--- src/rtl/bitwise_unit.sv ---
// Single-stage bitwise ALU with a valid/ready handshake, an XOR accumulator and
// a transaction counter. Results are registered one cycle after acceptance.
module bitwise_unit #(
    parameter int WIDTH = 16,
    parameter int CNT_W = 16
) (
    input  logic             clk,
    input  logic             rst_n,
    input  logic             in_valid,
    output logic             in_ready,
    input  logic [2:0]       op,
    input  logic [WIDTH-1:0] a,
    input  logic [WIDTH-1:0] b,
    output logic             out_valid,
    input  logic             out_ready,
    output logic [WIDTH-1:0] out,
    output logic             zr,
    output logic             ng,
    output logic [WIDTH-1:0] acc,
    output logic [CNT_W-1:0] txn_count
);

    localparam logic [2:0] OP_NOT     = 3'b000;
    localparam logic [2:0] OP_AND     = 3'b001;
    localparam logic [2:0] OP_OR      = 3'b010;
    localparam logic [2:0] OP_XOR     = 3'b011;
    localparam logic [2:0] OP_NAND    = 3'b100;
    localparam logic [2:0] OP_NOR     = 3'b101;
    localparam logic [2:0] OP_ACC_XOR = 3'b110;
    localparam logic [2:0] OP_ACC_CLR = 3'b111;

    logic             out_valid_q, out_valid_d;
    logic [WIDTH-1:0] out_q, out_d;
    logic [WIDTH-1:0] acc_q, acc_d;
    logic [CNT_W-1:0] txn_count_q, txn_count_d;
    logic [WIDTH-1:0] result;
    logic             accept;

    function automatic logic [WIDTH-1:0] compute(
        input logic [2:0]       f_op,
        input logic [WIDTH-1:0] f_a,
        input logic [WIDTH-1:0] f_b,
        input logic [WIDTH-1:0] f_acc
    );
        logic [WIDTH-1:0] r;
        case (f_op)
            OP_NOT:     r = ~f_a;
            OP_AND:     r = f_a & f_b;
            OP_OR:      r = f_a | f_b;
            OP_XOR:     r = f_a ^ f_b;
            OP_NAND:    r = ~(f_a & f_b);
            OP_NOR:     r = ~(f_a | f_b);
            OP_ACC_XOR: r = f_acc ^ f_a;
            OP_ACC_CLR: r = f_acc;
            default:    r = '0;
        endcase
        return r;
    endfunction

    // The result slot is free when empty or being drained this very cycle.
    assign in_ready = !out_valid_q || out_ready;
    assign accept   = in_valid && in_ready;

    always_comb begin
        result      = compute(op, a, b, acc_q);
        out_d       = out_q;
        acc_d       = acc_q;
        out_valid_d = out_valid_q;
        txn_count_d = txn_count_q;
        if (accept) begin
            out_d       = result;
            out_valid_d = 1'b1;
            txn_count_d = txn_count_q + CNT_W'(1);
            if (op == OP_ACC_XOR) begin
                acc_d = result;
            end else if (op == OP_ACC_CLR) begin
                acc_d = '0;
            end
        end else if (out_ready) begin
            out_valid_d = 1'b0;
        end
    end

    always_ff @(posedge clk or negedge rst_n) begin
        if (!rst_n) begin
            out_valid_q <= 1'b0;
            out_q       <= '0;
            acc_q       <= '0;
            txn_count_q <= '0;
        end else begin
            out_valid_q <= out_valid_d;
            out_q       <= out_d;
            acc_q       <= acc_d;
            txn_count_q <= txn_count_d;
        end
    end

    // Flags decode the registered result so they always agree with out.
    assign out       = out_q;
    assign zr        = (out_q == '0);
    assign ng        = out_q[WIDTH-1];
    assign out_valid = out_valid_q;
    assign acc       = acc_q;
    assign txn_count = txn_count_q;

endmodule

--- config.mk ---
export PLATFORM = sky130hd
export DESIGN_NAME = bitwise_unit
export DESIGN_NICKNAME = d
export VERILOG_FILES = /design/src/rtl/bitwise_unit.sv
export SDC_FILE = /design/constraint.sdc
export NUM_CORES = 1
export LEC_CHECK = 0
export CORE_ASPECT_RATIO = 0.75
export CORE_MARGIN = 10
export CORE_UTILIZATION = 29
export DETAILED_ROUTE_END_ITERATION = 8
export PLACE_DENSITY = 0.51
export SLEW_MARGIN = 20
export SYNTH_ARGS = -nofsm -noshare
export SYNTH_HDL_FRONTEND = slang
export SYNTH_SLANG_ARGS = --single-unit
export TNS_END_PERCENT = 30
--- constraint.sdc ---
create_clock -name clk -period 1.5 [get_ports clk]
set_clock_uncertainty 0.05 [all_clocks]
set_input_delay 0.375 -clock clk [delete_from_list [all_inputs] [get_ports clk]]
set_output_delay 0.375 -clock clk [all_outputs]
set_load 0.03 [all_outputs]
# Word-level counts from Yosys, hierarchy flattened
# Index checks and enable logic that the tools add are counted.
classes:
  reduce_logical: 8
  bitwise: 7
  n_eq_ne: 7
  muxes: 5
  add_sub_neg: 1
op_table:
  columns: ["cell", "n"]
  rows:
  - ["one-hot mux 16 bit (8 select lines)", 1]
  - ["NOT 16 bit", 3]
  - ["2-to-1 mux 16 bit", 2]
  - ["XOR 16 bit", 2]
  - ["adder 16 x 1 -> 16 bit (second input constant)", 1]
  - ["bitwise AND 16 bit", 1]
  - ["logical NOT 16 bit", 1]
  - ["bitwise OR 16 bit", 1]
  - ["== test 3 bit (second input constant)", 4]
  - ["== test 3 x 2 -> 1 bit (second input constant)", 2]
  - ["nonzero test 2 bit", 2]
  - ["== test 3 x 1 -> 1 bit (second input constant)", 1]
  - ["logical NOT 3 bit", 1]
  - ["2-to-1 mux 1 bit", 2]
  - ["AND reduction 2 bit", 1]
  - ["logical AND 1 bit", 1]
  - ["logical NOT 1 bit", 1]
  - ["logical OR 1 bit", 1]
totals:
  elab_cells: 32
  regBits: 49
  output_inout_bits: 52

# Logic depth before layout (Yosys ltp)
# Gate-level depths: netlist of run 1.
depth:
  depth_word: 4
  depth_mapped: 7

# Least setup slack after synthesis of run 1
# No wires, ideal clock.
synth_path:
  kind: "reg2reg"
  start: "register out_valid_q, in the netlist out_valid"
  end: "register out_q[5], in the netlist out[5]"
  path_buffers: 3
  arrival_ns: 1.410
  path_slack_ns: -0.091
  required_ns: 1.319
  path_stages_with_launch: 8
  synth_period_minus_slack_ns: 1.591
  cell_sequence: "dfrtp_1 -> nand2b_1 -> buf_4 -> and2_1 -> buf_2 -> buf_2 -> o2bb2ai_1 -> a31oi_1"
synth_between:
  elab_chain_len: 3
synth_lines:
  columns: ["item", "line", "rtl"]
  rows:
  - ["start, declared", "32", "logic out_valid_q, out_valid_d;"]
  - ["start signal, assigned", "91", "out_valid_q <= out_valid_d;"]
  - ["logical NOT 1 bit", "61", "assign in_ready = !out_valid_q || out_ready;"]
  - ["logical OR 1 bit", "61", null]
  - ["via in_ready", "10", "output logic in_ready,"]
  - ["logical AND 1 bit", "62", "assign accept = in_valid && in_ready;"]
  - ["end signal, assigned", "92", "out_q <= out_d;"]
  - ["end, declared", "33", "logic [WIDTH-1:0] out_q, out_d;"]
# The timed path passes the listed nets, and every way through them passes these cells.
# A chain may end at the register's enable or synchronous reset.

# Worst setup path in the final report of run 1
layout_path:
  start: "register out_q[6], in the netlist out[6]"
  end: "output port zr"
layout_between:
  elab_chain_len: 1
layout_lines:
  columns: ["item", "line", "rtl"]
  rows:
  - ["logical NOT 16 bit", "100", "assign zr = (out_q == '0);"]
  - ["end, declared", "17", "output logic zr,"]
# No other way between the ends.

==> results.toml, run 1 <==
[worst_hold_path]
min-delay-path-class = "in2async"

[yosys]
synthCells = 460
yosysWarnings = 0
synth_area_um2 = 3660
synth-seq-area-share_pct = 33.50
syn-num-nets = 500
synthTopCellsByArea = "dfrtp_1, nand2_1, xnor2_1"
syn_area_per_cell_um2 = 7.956
synth_top_area_cell = "dfrtp_1"
synth.distinct_cells = 40
ys_seq_elements = 49
synth_top_area_share_pct = 33.50

[sta]
drv_slew = 0
finalSetupTns_ns = -0.3639
period_needed_ns = 1.864
setup_viol_count_final = 1
post-route-period-util_pct = 124.3
relSlewSlack_pct = 68.66
hold_violations = 0
tightest_slew_ns = 0.4690
rsz0062_at_grt = "yes"
max_freq_mhz = 536.5
finalWorstSetupSlack_ns = -0.3639

[global_route]
grt_pass1_wl_um = 21310
overflow = 0
grt_use_total_pct = 15.13
antenna_found_initial = 0
grt_max_degree = 50
grt_pass1_vias = 3848

[clock_network]
cts_buffers = 5
cts_sinks = 49
clock_latency_ns = 0.30
cts_buffer_depth = 2
cts_tree = "done"
clk_pin_slew_worst_paths_ns = 0.08
htreeDepth = 2
root_buffer = "clkbuf_16"

[final_layout]
area_growth_pct = 47.35
drive_above_1_share_pct = 26.78
final_area_um2 = 5393
layoutNonFillerInstCount = 756
diodes = 0
final_nets = 629
num-fill-cells = 1225
utilization_pct = 43.82

[flow_run]
maxCapViolCount = 0

[die]
dieArea_um2 = 17560
die_w_um = 149.7
die_y_um = 117.3
io_pins = 91
core_area_um2 = 12310
fp-row-count = 35
floorplan.initialDensity_pct = 29.74

[worst_setup_path]
cp-end-kind = "primary output"
path_max_fanout = 2
arrival_ns = 1.44
crit_type = "reg2out"
critical_path_required_ns = 1.07
crit_path_start_kind = "flip-flop"

[route]
ant_nets = 0
drt_iter0_drc = 264
wl_per_cell_um = 17.37
vias = 3894
drt_pre_antenna_iters = 5
wirelength_um = 13140
drc = 0
viasPerCell = 5.151

[power]
p_leak_nw = 2.422
powerDensity_nw_per_um2 = 1051
peakVddDrop_v = 0.0007351

[outcome]
outcome = "complete, but fails checks"
violations = "negative setup slack"

[placement]
globalplace.congestion = 0.8166
dp_slack_ns = -0.6330
dp.cells = 745
io_buffers = 90
dp_hpwl_um = 9116
dpl-instance-area_um2 = 5122
==> what timing repair did <==
| action | CTS | global route |
|---|---|---|
| cloned | 2 | 0 |
| buffers inserted | 0 | 1 |
| hold buffers | 0 | 0 |
| gates resized for setup | 19 | 11 |
| endpoints found under the setup margin | 48 | 44 |
| pin swaps | 4 | 2 |
==> cells in the mapped netlist (all sizes together) <==
cell type,count
mux2i,15
o2bb2ai,16
o22ai,1
a22o,15
nor3,3
ha,1
and4,3
nor2,53
nand3,3
xor2,7
a31oi,32
o21ai,33
buf,17
nor2b,1
dfrtp,49
nand4,5
clkbuf,28
inv,18
nand2,59
nand2b,19
a21oi,15
o31ai,1
o221ai,15
a22oi,16
and2,1
or3,1
nor4,6
xnor2,24
and3,3
==> per-stage QoR <==
step | power [mW] | hold WS (ns)
after floorplan | 3.193 | 0.02941
after global placement | 4.381 | 0.3499
after detailed placement | 4.424 | 0.3480
after CTS | 5.728 | 0.02685
after global routing | 6.025 | 0.04285
final | 5.667 | 0.003918
==> critical path, stage by stage (launching register included) <==
cell     delay (ns)
dfrtp_1        0.40
nor4_2         0.31
and4_4         0.30
buf_12         0.12
==> power breakdown <==
part | switching (mW) | internal, mW
registers | 0.317 | 1.58
logic | 1.37 | 1.16
clock network | 0.599 | 0.633
==> final cells by class <==
| class | instances | area [µm²] | share of cell area [%] |
|---|---|---|---|
| repair buffers | 166 | 1515 | 28.10 |
| multi-input cells | 349 | 2222 | 41.21 |
| clock buffers | 5 | 125.1 | 2.320 |
| well taps | 166 | 207.7 | 3.852 |
| flip-flops and latches | 49 | 1230 | 22.81 |
| inverters | 18 | 67.56 | 1.253 |
| clock inverters | 3 | 25.02 | 0.4640 |
==> registers in the layout, summed over array words and instances (netlist names) <==
signal,flops
out,16
txn_count,16
out_valid,1
acc,16
==> path summary, 6_finish.rpt <==
kind / cells after the start / endpoint / slack (ns) / from
min reg2reg: 1 / txn_count[15] / 0.42 / txn_count[15]
max: 3 / zr / -0.36 / out[6]
min: 2 / acc[0] / 0.004 / rst_n
min in group clk: 2 / out_valid / 0.34 / in_valid
max in group asynchronous: 2 / out_valid / 1.12 / rst_n
max reg2reg: 5 / txn_count[14] / 0.09 / txn_count[1]
==> cells by family (layout without fill, tap and decap cells) <==
logic type,after synthesis,after routing,synth area share [%]
simple gates,157,158,20.31
compound gates,144,144,26.70
buf+inv,63,192,7.624
flops,49,49,33.50
xor+xnor,31,31,7.419
mux,15,15,4.102
fa+ha+maj,1,1,0.3418
==> metal layers <==
metal	wire length, µm	up-vias	track usage [%]
li1	-	1903	-
met1	6625	1875	21.61
met2	5629	109	22.59
met3	785	7	3.688
met4	94	0	2.907
met5	0	-	0
==> cell usage in the layout, fill, tap and decap left out, types with 3 or more instances in the layout <==
cell type / synthesis / routed
and4_4: 1 / 3
a22oi_1: 16 / 16
xnor2_1: 24 / 24
clkdlybuf4s50_1: 0 / 31
nand2b_1: 19 / 18
xor2_1: 7 / 7
clkbuf_16: 0 / 5
o21ai_0: 29 / 28
dfrtp_1: 49 / 46
a21oi_1: 15 / 15
dfrtp_2: 0 / 3
buf_6: 2 / 3
o221ai_1: 15 / 14
o21ai_1: 4 / 5
a31oi_1: 32 / 32
nor2_1: 51 / 51
a22o_1: 15 / 15
dlymetal6s2s_1: 0 / 3
buf_4: 3 / 110
nand4_1: 4 / 4
buf_12: 0 / 11
nor4_2: 2 / 4
mux2i_1: 15 / 15
inv_1: 17 / 17
o2bb2ai_1: 16 / 16
nand2_1: 59 / 58
Power figures use the tool's default switching activity.
==> inputs of run 2 (changes only) <==
CTS_CLUSTER_SIZE = 30   (was not set)
==> results of run 2 <==
Same layout as run 1: the final DEF is identical, and so are final timing and power.
==> inputs of run 3 (changes only) <==
CORE_MARGIN = 2   (was 10)
==> results.toml, run 3 (synthesized netlist as in run 1, its figures left out) <==
[outcome]
outcome = "complete, but fails checks"
violations = "negative setup slack"

[sta]
max_freq_mhz = 541.1
relSlewSlack_pct = 69.43
setup_viol_count_final = 2
hold_ws_ns = 0.006038
drv_slew = 0
hold_violations = 0
period_needed_ns = 1.848
rsz0062_at_grt = "yes"
tightest_slew_ns = 0.4575
finalWorstSetupSlack_ns = -0.3481
post-route-period-util_pct = 123.2

[die]
io_pins = 91
fp-row-count = 35
dieArea_um2 = 13540
floorplan.initialDensity_pct = 29.74
die_w_um = 133.7
die_y_um = 101.3
core_area_um2 = 12310

[global_route]
grt_max_degree = 50
overflow = 0
grt_pass1_wl_um = 19620
grt_pass1_vias = 3730
grt_use_total_pct = 18.22
antenna_found_initial = 0

[placement]
dp.cells = 747
dp_hpwl_um = 8524
io_buffers = 90
globalplace.congestion = 0.7755
dpl-instance-area_um2 = 5082

[final_layout]
drive_above_1_share_pct = 26.81
final_cell_mix = "buf_4, nand2_1, nor2_1, dfrtp_1, a31oi_1"
final_area_um2 = 5318
layoutNonFillerInstCount = 759
num-fill-cells = 1236
area_growth_pct = 45.30
layout_commonest_cell = "buf_4"
diodes = 0
final_nets = 632

[route]
viasPerCell = 5.111
wl_per_cell_um = 16.03
drc = 0
wirelength_um = 12160
drt_iter0_drc = 182
vias = 3879
drt_pre_antenna_iters = 4
ant_nets = 0

[worst_hold_path]
min-delay-path-class = "in2async"

[power]
peakVddDrop_v = 0.0004962
powerDensity_nw_per_um2 = 1042
p_leak_nw = 2.394
finalPower_mw = 5.539

[worst_setup_path]
crit_path_start_kind = "flip-flop"
path_max_fanout = 2
critical_path_required_ns = 1.07
crit_type = "reg2out"
arrival_ns = 1.42
cp-end-kind = "primary output"

[clock_network]
clock_latency_ns = 0.30
root_buffer = "clkbuf_16"
cts_buffers = 5
htreeDepth = 2
clk_pin_slew_worst_paths_ns = 0.07
cts_sinks = 49
cts_buffer_depth = 2
cts_tree = "done"

[flow_run]
maxCapViolCount = 0
run 3: area by class of cell:
type / instances / area [µm²] / share of cell area [%]
multi-input cells: 349 / 2206 / 41.48
repair buffers: 169 / 1455 / 27.36
flip-flops and latches: 49 / 1231 / 23.15
well taps: 166 / 207.7 / 3.906
clock buffers: 5 / 125.1 / 2.353
inverters: 18 / 67.56 / 1.271
clock inverters: 3 / 25.02 / 0.4706
run 3: path summary, 6_finish.rpt:
path | startpoint | endpoint | slack, ns | cells after the start
max | out[1] | zr | -0.35 | 3
min | rst_n | acc[0] | 0.006 | 2
max reg2reg | txn_count[6] | txn_count[14] | 0.10 | 4
min reg2reg | txn_count[15] | txn_count[15] | 0.42 | 1
max in group asynchronous | rst_n | txn_count[1] | 1.13 | 2
min in group clk | txn_count[15] | txn_count[15] | 0.42 | 1
run 3: what timing repair did:
| action | CTS | global route |
|---|---|---|
| setup buffers | 2 | 1 |
| pin swaps | 3 | 3 |
| hold buffers | 0 | 0 |
| gates cloned | 1 | 0 |
| gates resized for setup | 26 | 12 |
| setup endpoints to repair | 51 | 17 |
run 3: worst max-delay path: stages, from the launching register on:
cell,delay [ns]
dfrtp_1,0.41
nor4_2,0.29
and4_4,0.30
buf_12,0.12
run 3: through the flow:
stage,utilization (%),setup slack (ns),setup TNS (ns)
floorplan,-,-0.04676,-0.07233
global placement,41.30,-0.5645,-20.02
detailed placement,41.30,-0.6235,-20.77
CTS,43.02,-0.3743,-0.3743
global route,43.21,-0.3975,-0.4446
finish,43.21,-0.3481,-0.3682
run 3: power breakdown:
part / leakage (nW) / internal [mW] / switching, mW / total, mW
Sequential: 0.581 / 1.58 / 0.312 / 1.90
Combinational: 1.74 / 1.10 / 1.34 / 2.45
Clock: 0.0704 / 0.629 / 0.566 / 1.19
run 3: layer usage:
metal  track usage, %  wire [µm]  vias to the layer above  part of all wire [%]
li1                 -          -                     1908                     -
met1            26.62       6177                     1829                    51
met2            28.60       5203                      128                    43
met3            3.003        693                       14                   5.7
met4            3.437         89                        0                  0.73
met5                0          0                        -                     0
